==> config.mk <==
export PLATFORM = sky130hd
export DESIGN_NAME = queue_ctrl
export DESIGN_NICKNAME = d
export VERILOG_FILES = /design/src/rtl/queue_pkg.sv /design/src/rtl/queue_ctrl.sv
export SDC_FILE = /design/constraint.sdc
export NUM_CORES = 1
export LEC_CHECK = 0
export ABC_CLOCK_PERIOD_IN_PS = 3650
export BUFFER_PORTS_ARGS = -buffer_cell sky130_fd_sc_hd__buf_2
export CORE_ASPECT_RATIO = 0.7
export CORE_UTILIZATION = 40
export CTS_CLUSTER_DIAMETER = 30
export DETAILED_ROUTE_END_ITERATION = 10
export PLACE_DENSITY = 0.73
export SYNTH_ARGS = -nofsm -noshare
export SYNTH_HDL_FRONTEND = slang
export SYNTH_SLANG_ARGS = --single-unit
==> constraint.sdc <==
create_clock -name clock_10KHZ -period 3.65 [get_ports clock_10KHZ]
set_input_delay 0 -clock clock_10KHZ [delete_from_list [all_inputs] [get_ports clock_10KHZ]]
set_output_delay 0 -clock clock_10KHZ [all_outputs]
set_load 0.05 [all_outputs]
==> src/rtl/queue_pkg.sv <==
// Shared types and default constants for the queue controller and the
// 8-entry byte queue it drives.
//   state_t : controller FSM states
//   op_t    : operation latched at grant time
package queue_pkg;

  localparam int Q_DATA_W = 8;
  localparam int Q_LEN_W  = 4;
  localparam int Q_DEPTH  = 8;

  typedef enum logic [1:0] {
    IDLE   = 2'd0,
    ISSUE  = 2'd1,
    SETTLE = 2'd2,
    DONE   = 2'd3
  } state_t;

  typedef enum logic {
    OP_WR = 1'b0,
    OP_RD = 1'b1
  } op_t;

endpackage

==> src/rtl/queue_ctrl.sv <==
// queue_ctrl: arbitrates level-held write/read requests from two requesters,
// issues single-cycle enqueue/dequeue strobes to the byte queue, waits a fixed
// settle period, then acknowledges the requester (and returns read data).
//
// Build option: QCTRL_DROP_ON_FULL_EN
//   defined   : a write granted while full is acked without enqueue and
//               wr_drop_out pulses with the ack.
//   undefined : a write granted while full is withdrawn and stays pending;
//               wr_drop_out does not exist.
//
// Ports:
//   clock_10KHZ  in   system clock
//   reset        in   async active-high reset
//   wr_req_in    in   write request, held until wr_ack_out
//   wr_data_in   in   byte to enqueue
//   wr_ack_out   out  one-cycle write acknowledge
//   rd_req_in    in   read request, held until rd_ack_out
//   rd_ack_out   out  one-cycle read acknowledge
//   rd_valid_out out  with rd_ack_out: 1 = data valid, 0 = queue was empty
//   rd_data_out  out  last dequeued byte
//   len_in       in   queue occupancy
//   q_data_in    in   queue output byte
//   enqueue_out  out  enqueue strobe
//   dequeue_out  out  dequeue strobe
//   q_data_out   out  byte presented to queue input
//   wr_drop_out  out  (option only) write dropped because queue full
//   full_out     out  len_in >= DEPTH (combinational)
//   empty_out    out  len_in == 0 (combinational)
//
// state  | meaning
// IDLE   | sample requests, arbitrate, latch op / write data
// ISSUE  | strobe enqueue or dequeue for one cycle
// SETTLE | wait SETTLE_CYC cycles; last edge captures read data and acks
// DONE   | ack visible for one cycle, then back to IDLE
module queue_ctrl
  import queue_pkg::*;
#(
  parameter int DATA_W     = Q_DATA_W,
  parameter int LEN_W      = Q_LEN_W,
  parameter int DEPTH      = Q_DEPTH,
  parameter int SETTLE_CYC = 2
) (
  input  logic              clock_10KHZ,
  input  logic              reset,
  input  logic              wr_req_in,
  input  logic [DATA_W-1:0] wr_data_in,
  output logic              wr_ack_out,
  input  logic              rd_req_in,
  output logic              rd_ack_out,
  output logic              rd_valid_out,
  output logic [DATA_W-1:0] rd_data_out,
  input  logic [LEN_W-1:0]  len_in,
  input  logic [DATA_W-1:0] q_data_in,
  output logic              enqueue_out,
  output logic              dequeue_out,
  output logic [DATA_W-1:0] q_data_out,
`ifdef QCTRL_DROP_ON_FULL_EN
  output logic              wr_drop_out,
`endif
  output logic              full_out,
  output logic              empty_out
);

  localparam logic [LEN_W-1:0] DEPTH_L   = LEN_W'(DEPTH);
  localparam logic [3:0]       SETTLE_M1 = 4'(SETTLE_CYC - 1);

  state_t            r_state;
  op_t               r_op;
  op_t               r_last_grant;
  logic [3:0]        r_cnt;
  logic              r_enq;
  logic              r_deq;
  logic              r_wr_ack;
  logic              r_rd_ack;
  logic              r_rd_valid;
  logic [DATA_W-1:0] r_rd_data;
  logic [DATA_W-1:0] r_q_data;
  logic              r_wr_drop;

  logic w_full;
  logic w_empty;
  logic w_any_req;
  logic w_pick_wr;

  assign w_full    = (len_in >= DEPTH_L);
  assign w_empty   = (len_in == '0);
  assign w_any_req = wr_req_in | rd_req_in;
  // Write wins when it is alone, or when both pend and read had the last turn.
  assign w_pick_wr = wr_req_in & (~rd_req_in | (r_last_grant == OP_RD));

  always_ff @(posedge clock_10KHZ or posedge reset) begin
    if (reset) begin
      r_state      <= IDLE;
      r_op         <= OP_WR;
      r_last_grant <= OP_RD;
      r_cnt        <= '0;
      r_enq        <= 1'b0;
      r_deq        <= 1'b0;
      r_wr_ack     <= 1'b0;
      r_rd_ack     <= 1'b0;
      r_rd_valid   <= 1'b0;
      r_rd_data    <= '0;
      r_q_data     <= '0;
      r_wr_drop    <= 1'b0;
    end else begin
      r_enq      <= 1'b0;
      r_deq      <= 1'b0;
      r_wr_ack   <= 1'b0;
      r_rd_ack   <= 1'b0;
      r_rd_valid <= 1'b0;
      r_wr_drop  <= 1'b0;
      case (r_state)
        IDLE: begin
          if (w_any_req) begin
            // last_grant advances even on a withdrawn write so a pending
            // read wins the next round instead of starving behind it.
            r_last_grant <= w_pick_wr ? OP_WR : OP_RD;
            r_op         <= w_pick_wr ? OP_WR : OP_RD;
            if (w_pick_wr) begin
              r_q_data <= wr_data_in;
              if (w_full) begin
`ifdef QCTRL_DROP_ON_FULL_EN
                r_state   <= DONE;
                r_wr_ack  <= 1'b1;
                r_wr_drop <= 1'b1;
`else
                r_state   <= IDLE;
`endif
              end else begin
                r_state <= ISSUE;
                r_enq   <= 1'b1;
              end
            end else if (w_empty) begin
              r_state    <= DONE;
              r_rd_ack   <= 1'b1;
              r_rd_valid <= 1'b0;
            end else begin
              r_state <= ISSUE;
              r_deq   <= 1'b1;
            end
          end
        end
        ISSUE: begin
          r_state <= SETTLE;
          r_cnt   <= SETTLE_M1;
        end
        SETTLE: begin
          if (r_cnt == '0) begin
            r_state <= DONE;
            if (r_op == OP_WR) begin
              r_wr_ack <= 1'b1;
            end else begin
              r_rd_ack   <= 1'b1;
              r_rd_valid <= 1'b1;
              r_rd_data  <= q_data_in;
            end
          end else begin
            r_cnt <= r_cnt - 4'd1;
          end
        end
        DONE: begin
          r_state <= IDLE;
        end
        default: r_state <= IDLE;
      endcase
    end
  end

  assign enqueue_out  = r_enq;
  assign dequeue_out  = r_deq;
  assign wr_ack_out   = r_wr_ack;
  assign rd_ack_out   = r_rd_ack;
  assign rd_valid_out = r_rd_valid;
  assign rd_data_out  = r_rd_data;
  assign q_data_out   = r_q_data;
  assign full_out     = w_full;
  assign empty_out    = w_empty;
`ifdef QCTRL_DROP_ON_FULL_EN
  assign wr_drop_out  = r_wr_drop;
`else
  logic w_unused;
  assign w_unused = r_wr_drop;
`endif

endmodule

==> summary.md, run 1 <==
| Metric | Value |
|---|---|
| Status | `finished with violations` |
| Failing checks | `negative hold slack` |
| Drt first pass iters | `4` |
| Crit-path most repeated cell | `and2_1` |
| Routed len/inst | `13.02 um` |
| Vias | `975` |
| Fin Hold WS | `-0.03305 ns` |
| Reg2reg setup slack | `1.71 ns` |
| Final Wtd Congestion | `0.7006` |
| RSZ-0062 raised after global routing | `false` |
| Slowest cell on the critical path | `dfrtp_1` |
| CTS Buf Count | `5` |
| Clock Latency Late Sink | `0.28 ns` |
| Worst slew margin | `29.41%` |
| Critical R2R Launch | `r_state[0]` |
| # IOs | `47` |
| Rows | `16` |
| Clk slew on worst S/H paths | `0.07 ns` |
| Avg Inst Size Synth | `12.93 sq um` |
| Antenna violations before repair | `0` |
| CTS root buf | `clkbuf_8` |
| Synthesis-stage register bit count | `29` |
| Post-DP HPWL | `1828 um` |
| Post-synth top area share | `55.28%` |
| Worst min-delay path class | `primary input to asynchronous set/reset pin` |
| Period utilisation layout | `53.16%` |
| Crit-path max cell delay | `0.40 ns` |
| Setup TNS | `0 ns` |
| Worst-Margin Slew | `1.058 ns` |
| Clock Tree Buf Depth | `2` |
| Non-filler cells, final | `201` |
| Max_cap viols | `0` |
| PostCTS Resize Cnt | `0` |
| Die Area | `3401 sq um` |
| Antenna-violating nets left | `0` |
| YS warnings | `0` |
| Worst path arrival time | `2.11 ns` |
| Core area | `2903 sq um` |
| Worst Path Max Fanout | `10` |
| Vias in the first global route | `990` |
| Finished Cell Area | `1817 sq um` |
| Mapped Nets | `127` |
| Largest net degree at the start of global routing | `30` |
| GRT Overall Usage | `17.48%` |
| Area of the mapped netlist | `1267 sq um` |
| Register area share after synthesis | `57.35%` |
| Layout cells sized above 1 | `47.27%` |
| Cell Pwr Density | `994.1 nW/um^2` |
| Ant. Diodes | `0` |
| Critical path class | `flip-flop to flip-flop` |
| Largest cells by area after synthesis | `dfrtp_1 (55%), mux2_2 (16%), ha_1 (4.9%)` |
| Worst setup SP type | `flip-flop` |
| LEAKAGE | `0.9355 nW` |
| CP required | `3.82 ns` |
| Area after DPL | `1523 sq um` |
| Die X-Extent | `69.28 um` |
| Clock skew | `0.008322 ns` |
| Global-route wire length before repair | `4429 um` |
| Max VDD drop | `473.5 uV` |
| Vias/cell | `4.851` |
| H-tree levels | `2` |
| Mapped Cells | `98` |
| DP Cell Count | `177` |
| Vert. Die Dim | `49.10 um` |
| Count of different cell masters after synthesis | `26` |
| Starting DRT DRC Count | `24` |
| Global route overflow | `0` |
| Layout Nets | `193` |
| Setup crit start | `r_state[0]` |
| Port Buf Inserts | `46` |
| Critical Path Sink Type | `flip-flop` |
| DRC Markers | `0` |
| Yosys top cell by area | `dfrtp_1` |
| Min Tclk post-route | `1.940 ns` |
| CTS tree | `built` |
| Clock Sinks | `29` |
| Critical-path cell list | `inv_1 -> ha_1 -> and2_1 -> and2_1 -> mux2_2` |
| Initial Util | `43.66%` |
| Syn-to-layout area delta | `43.34%` |
| Max Clk Rate | `515.4 MHz` |
| Finish-stage setup viols | `0` |
| Drt total wl | `2618 um` |
| Endpoints failing hold | `28` |
| Final Max Tran Viols | `0` |
-- cell type report --
class	count	area, sq um
fill	228	1086
clock buffer	5	68.82
timing repair buffer	62	390.4
tap	36	45.04
sequential	29	726.9
inverter	7	26.28
clock inverter	3	65.06
multi-input combinational	59	494.2
-- Yosys cell counts --
master / count
a21oi_1: 3
a221o_1: 1
a22oi_2: 1
a31oi_1: 1
and2_1: 2
and2b_2: 1
and4bb_2: 1
buf_2: 1
clkbuf_2: 1
dfrtp_1: 28
dfstp_2: 1
dlygate4sd3_1: 1
ha_1: 5
inv_1: 7
mux2_2: 18
mux2i_1: 4
nand2_1: 6
nand2_2: 1
nand2b_1: 2
nand3_1: 3
nor2_1: 5
nor2b_1: 1
nor3_1: 1
o21ai_0: 1
or3b_1: 1
or4_4: 1
-- final timing paths --
| path | to | cells after the start |
|---|---|---|
| worst max-delay path | q_data_out[2] | 5 |
| worst min-delay path | q_data_out[2] | 2 |
| worst max register to register | q_data_out[2] | 5 |
| worst min register to register | q_data_out[4] | 1 |
| max in group asynchronous | r_cnt[2] | 2 |
| min in group clock_10KHZ | rd_ack_out | 3 |
-- worst max-delay path, delay by kind of cell, from the launching register on --
family / cells / cell delay, ns
mux: 1 / 0.39
flops: 1 / 0.40
simple gates: 2 / 0.63
buf+inv: 1 / 0.09
fa+ha+maj: 1 / 0.31
-- repair_timing --
item / 4_1_cts / 5_1_grt
hold buffers: 16 / 0
hold endpoints to repair: 16 / 0
setup endpoints to repair: 0 / 0
buffers inserted: 0 / 0
-- per-stage QoR --
step                      setup slack, ns  utilization (%)  total power [mW]
after floorplan                     1.953                -             1.213
after global placement              1.842            52.46             1.368
after detailed placement            1.722            52.46             1.402
after CTS                           1.711            62.59             1.818
after global routing                1.578            62.59             1.903
final                               1.710            62.59             1.806
-- cells in the final DEF (no fill, tap or decap), types with 2 or more instances in the layout --
cell type,n
mux2i_1,4
clkbuf_8,5
nand2b_1,2
nor2_1,5
dfrtp_1,28
ha_1,5
nand3_1,3
bufinv_16,2
dlygate4sd3_1,16
and2_1,2
buf_2,46
a21oi_1,3
inv_1,7
mux2_2,18
nand2_1,6
-- routing by layer --
layer | vias up | part of all wire, % | GRT usage, %
li1 | 466 | - | -
met1 | 455 | 44 | 19.38
met2 | 45 | 47 | 29.77
met3 | 9 | 6.3 | 5.579
met4 | 0 | 3.0 | 10.20
met5 | - | 0 | 0
-- power by group --
group / switching [mW] / internal (mW)
Combinational: 0.583 / 0.282
Clock: 0.124 / 0.271
Sequential: 0.0781 / 0.468
Total: 0.785 / 1.02
-- sequential cells by signal, indices dropped and copies added, names as in the netlist --
| register | flops |
|---|---|
| r_state | 2 |
| enqueue_out | 1 |
| dequeue_out | 1 |
| q_data_out | 8 |
| r_op | 1 |
| wr_ack_out | 1 |
| rd_data_out | 8 |
| r_last_grant | 1 |
| rd_valid_out | 1 |
| r_cnt | 4 |
| rd_ack_out | 1 |
-- kinds of logic after synthesis --
logic type | count (synthesis) | share of synthesized area (%)
buffers and inverters | 10 | 3.652
DFF | 29 | 57.35
adders and majority gates | 5 | 4.936
muxes | 22 | 19.15
AOI/OAI and AO/OA | 7 | 3.849
and+or+nand+nor | 25 | 11.06
Power figures use the tool's default switching activity.
==> run 2, diff against run 1 <==
--- a/config.mk
+++ b/config.mk
@@ -5,7 +5,7 @@
 export SDC_FILE = /design/constraint.sdc
 export NUM_CORES = 1
 export LEC_CHECK = 0
-export ABC_CLOCK_PERIOD_IN_PS = 3650
+export ABC_CLOCK_PERIOD_IN_PS = 2000
 export BUFFER_PORTS_ARGS = -buffer_cell sky130_fd_sc_hd__buf_2
 export CORE_ASPECT_RATIO = 0.7
 export CORE_UTILIZATION = 40
==> constraint.sdc (replaced) <==
create_clock -name clock_10KHZ -period 2 [get_ports clock_10KHZ]
set_input_delay 0 -clock clock_10KHZ [delete_from_list [all_inputs] [get_ports clock_10KHZ]]
set_output_delay 0 -clock clock_10KHZ [all_outputs]
set_load 0.05 [all_outputs]
==> summary.md, run 2 (synthesized netlist as in run 1, its figures left out) <==
| Metric | Value |
|---|---|
| Largest net degree at the start of global routing | `30` |
| CTS tree | `built` |
| Clock Sinks | `29` |
| Clock Latency Late Sink | `0.27 ns` |
| Vias | `952` |
| Endpoints failing hold | `0` |
| Worst-Margin Slew | `0.4675 ns` |
| Setup crit start | `r_cnt[0]` |
| Reg2Reg Depth | `5` |
| Global route overflow | `0` |
| Min Tclk post-route | `1.842 ns` |
| Antenna violations before repair | `0` |
| CTS root buf | `clkbuf_8` |
| Layout Nets | `197` |
| CP required | `2.16 ns` |
| Finish-stage setup viols | `0` |
| Drt first pass iters | `4` |
| Die X-Extent | `69.28 um` |
| Worst Path Max Fanout | `4` |
| Clk pwr share | `16.6%` |
| Leading cell type in the layout, fill and taps excluded | `buf_2` |
| Antenna-violating nets left | `0` |
| Ant. Diodes | `0` |
| Die Area | `3401 sq um` |
| Vias in the first global route | `989` |
| RSZ-0062 raised after global routing | `false` |
| Status | `completed` |
| Sw power | `1.405 mW` |
| DRC Markers | `0` |
| Max_cap viols | `0` |
| Final Wtd Congestion | `0.8318` |
| Worst Hold Depth | `3` |
| LEAKAGE | `0.9409 nW` |
| CTS Buf Count | `5` |
| Sequential share of power | `32.0%` |
| Syn-to-layout area delta | `43.34%` |
| Cell Int Power | `1.700 mW` |
| Vias/cell | `4.644` |
| Final core occ | `62.59%` |
| # IOs | `47` |
| Worst setup SP type | `flip-flop` |
| Setup TNS | `0 ns` |
| Routed len/inst | `12.59 um` |
| Starting DRT DRC Count | `34` |
| Max Clk Rate | `542.9 MHz` |
| Rows | `16` |
| Switching Fraction | `45.25%` |
| Core area | `2903 sq um` |
| Max VDD drop | `915.9 uV` |
| Post-DP HPWL | `1712 um` |
| Worst R2R End | `r_state[0]` |
| Port Buf Inserts | `46` |
| GRT Overall Usage | `17.51%` |
| Worst slew margin | `68.83%` |
| Layout cells sized above 1 | `47.93%` |
| Global-route wire length before repair | `4505 um` |
| Drt total wl | `2581 um` |
| Final Max Tran Viols | `0` |
| Post-CTS Setup Bufs | `0` |
| Hold Path End | `dequeue_out` |
| H-tree levels | `2` |
| Cell Pwr Density | `1709 nW/um^2` |
| Reg2reg setup slack | `0.16 ns` |
| Worst path arrival time | `2.00 ns` |
| Fin Hold WS | `0.01770 ns` |
| Worst min-delay path class | `primary input to flip-flop` |
| Critical Path Sink Type | `flip-flop` |
| Gate power share | `51.3%` |
| Clock skew | `0.003995 ns` |
| Hold buffer count at cts | `17` |
| Most frequent cells in the layout | `buf_2 (46), dfrtp_1 (28), mux2_2 (18)` |
| Critical R2R Launch | `r_cnt[0]` |
| Vert. Die Dim | `49.10 um` |
| Period utilisation layout | `92.09%` |
| Clock Tree Buf Depth | `2` |
| HP Start | `rd_req_in` |
| Clk slew on worst S/H paths | `0.06 ns` |
| Initial Util | `43.66%` |
| Critical path class | `flip-flop to flip-flop` |
| PostCTS Resize Cnt | `0` |
==> run 2: cell count changes in the layout (fill, tap and decap cells not counted), sizes merged <==
cell | previous run | this run
buf | 46 | 49
bufinv | 2 | 0
clkbuf | 5 | 7
dlygate4sd3 | 16 | 17
==> run 2: per-layer routing <==
metal	share of wire, %	track usage (%)	vias to the layer above
li1	-	-	468
met1	47	22.12	439
met2	46	27.67	38
met3	6.3	6.612	7
met4	1.3	6.122	0
met5	0	0	-
==> run 2: metrics by stage <==
step / setup WS, ns / total power [mW] / instance area (sq um) / cells
global route: 0.06774 / 3.315 / 1817 / 205
finish: 0.1581 / 3.104 / 1817 / 205
floorplan: 0.3034 / 2.213 / 1267 / 98
global placement: 0.2787 / 2.506 / 1545 / 180
detailed placement: 0.1792 / 2.571 / 1545 / 180
CTS: 0.1607 / 3.125 / 1817 / 205
==> run 2: final cells by class <==
type | instances | area, sq um
clock buffer | 7 | 96.34
clock inverter | 1 | 5.005
fill | 220 | 1086
inverter | 7 | 26.28
multi-input combinational | 59 | 494.2
sequential | 29 | 726.9
tap | 36 | 45.04
timing repair buffer | 66 | 422.9
==> run 2: worst max-delay path: stages (launching register included) <==
cell     delay (ns)
dfrtp_1        0.38
inv_1          0.11
ha_1           0.18
or3b_1         0.42
a22oi_2        0.27
mux2_2         0.36
==> run 2: worst max-delay path by stage <==
stage                         end  slack (ns)
floorplan              r_state[0]        0.30
global placement       r_state[0]        0.28
detailed placement     r_state[0]        0.18
CTS                    r_state[0]        0.16
global route        q_data_out[4]        0.07
finish                 r_state[0]        0.16
==> run 2: power groups by stage <==
stage	Clock, mW	Combinational, mW	Sequential [mW]
after floorplan	0	0.581	1.63
after global placement	0	1.53	0.980
after detailed placement	0	1.57	0.999
after CTS	0.532	1.60	0.994
after global routing	0.575	1.71	1.03
final	0.517	1.59	0.994
==> run 3, diff against run 2 <==
--- a/config.mk
+++ b/config.mk
@@ -6,7 +6,7 @@
 export NUM_CORES = 1
 export LEC_CHECK = 0
 export ABC_CLOCK_PERIOD_IN_PS = 2000
-export BUFFER_PORTS_ARGS = -buffer_cell sky130_fd_sc_hd__buf_2
+export BUFFER_PORTS_ARGS = -buffer_cell sky130_fd_sc_hd__clkbuf_2
 export CORE_ASPECT_RATIO = 0.7
 export CORE_UTILIZATION = 40
 export CTS_CLUSTER_DIAMETER = 30
==> summary.md, run 3 (synthesized netlist as in run 1, its figures left out) <==
| Metric | Value |
|---|---|
| Status | `completed` |
| Filler Cell Count | `222` |
| Die Area | `3401 sq um` |
| Area after DPL | `1545 sq um` |
| Sequential share of power | `32.8%` |
| Antenna violations before repair | `0` |
| Setup TNS | `0 ns` |
| LEAKAGE | `0.9341 nW` |
| Vias | `971` |
| Drt total wl | `2553 um` |
| Endpoints failing hold | `0` |
| Final Max Tran Viols | `0` |
| Setup crit start | `r_cnt[0]` |
| HP Start | `rd_req_in` |
| Worst setup SP type | `flip-flop` |
| Syn-to-layout area delta | `42.15%` |
| Die X-Extent | `69.28 um` |
| Largest net degree at the start of global routing | `30` |
| Rows | `16` |
| Clock Tree Buf Depth | `2` |
| # IOs | `47` |
| Layout Nets | `197` |
| Period utilisation layout | `90.85%` |
| Critical path class | `flip-flop to flip-flop` |
| Critical R2R Launch | `r_cnt[0]` |
| Sw power | `1.387 mW` |
| Max_cap viols | `0` |
| CTS root buf | `clkbuf_8` |
| Clock Sinks | `29` |
| Clock skew | `0.002252 ns` |
| CTS Buf Count | `5` |
| Ant. Diodes | `0` |
| Critical Path Sink Type | `flip-flop` |
| RSZ-0062 raised after global routing | `false` |
| Routed len/inst | `12.51 um` |
| Max Clk Rate | `550.3 MHz` |
| Finished Cell Area | `1802 sq um` |
| Port Buf Inserts | `46` |
| Cell Int Power | `1.654 mW` |
| Cell Pwr Density | `1688 nW/um^2` |
| Switching Fraction | `45.60%` |
| Vias/cell | `4.760` |
| Global-route wire length before repair | `4436 um` |
| Worst slew margin | `71.80%` |
| Max VDD drop | `855.3 uV` |
| Leading cell type in the layout, fill and taps excluded | `clkbuf_2` |
| Min Tclk post-route | `1.817 ns` |
| Post-CTS Setup Bufs | `0` |
| Drt first pass iters | `4` |
| Initial Util | `43.66%` |
| Worst min-delay path class | `primary input to flip-flop` |
| Most frequent cells in the layout | `clkbuf_2 (46), dfrtp_1 (28), mux2_2 (18)` |
| Global route overflow | `0` |
| Finish-stage setup viols | `0` |
| Starting DRT DRC Count | `53` |
| Antenna-violating nets left | `0` |
| Core area | `2903 sq um` |
| Post-DP HPWL | `1743 um` |
| CP required | `2.15 ns` |
| Vias in the first global route | `1027` |
| Clk slew on worst S/H paths | `0.06 ns` |
| Layout cells sized above 1 | `47.02%` |
| GRT Overall Usage | `17.10%` |
| Final Wtd Congestion | `0.8341` |
| Multi-input logic area | `494.2 sq um` |
| Gate power share | `52.1%` |
| Worst-Margin Slew | `0.4230 ns` |
| H-tree levels | `2` |
| Fin Hold WS | `0.01866 ns` |
| Worst Path Max Fanout | `4` |
| Storage cell area | `726.9 sq um` |
| Clock Latency Late Sink | `0.27 ns` |
| CTS tree | `built` |
| DRC Markers | `0` |
| Worst path arrival time | `1.97 ns` |
| Vert. Die Dim | `49.10 um` |
| Clk pwr share | `15.1%` |
[run 3: final timing paths]
| path | depth (start not counted) | to | slack, ns |
|---|---|---|---|
| max | 5 | r_state[0] | 0.18 |
| min | 3 | dequeue_out | 0.02 |
| min reg2reg | 1 | wr_ack_out | 0.49 |
| min in group asynchronous | 4 | q_data_out[5] | 0.33 |
| max reg2reg | 5 | r_state[0] | 0.18 |
| max in group asynchronous | 4 | r_last_grant | 1.36 |
[run 3: worst max-delay path: stages (launching register included)]
cell and delay, ns:
dfrtp_1 0.37, inv_1 0.11, ha_1 0.17, or3b_1 0.42, a22oi_2 0.27, mux2_2 0.36
[run 3: final cells by class]
type	count	share of cell area, %
clock buffer	7	4.792
inverter	7	1.458
multi-input combinational	59	27.43
sequential	29	40.35
tap	36	2.500
timing repair buffer	66	23.47
[run 3: through the flow]
stage,util [%],setup WS [ns],std cells,total power [mW]
finish,62.07,0.1830,204,3.041
global route,62.07,0.1015,204,3.238
CTS,62.07,0.1759,204,3.073
detailed placement,53.23,0.1844,180,2.573
global placement,53.23,0.2798,180,2.507
floorplan,-,0.3034,98,2.213
[run 3: power groups by stage]
stage / registers (mW) / logic (mW) / clock network (mW)
after floorplan: 1.63 / 0.581 / 0
after global placement: 0.986 / 1.52 / 0
after detailed placement: 1.01 / 1.57 / 0
after CTS: 0.998 / 1.59 / 0.480
after global routing: 1.04 / 1.70 / 0.505
final: 0.998 / 1.58 / 0.460
[run 3: repair_timing]
item / CTS / global route
hold buffers: 17 / 0
gates resized for setup: 0 / 0
hold endpoints to repair: 44 / 0
[run 3: layer usage]
metal / GRT usage (%) / vias to the layer above / wire length (um)
met4: 5.102 / 0 / 11
met3: 5.785 / 2 / 182
met5: 0 / - / 0
met2: 29.61 / 46 / 1276
met1: 20.24 / 455 / 1083
li1: - / 468 / -
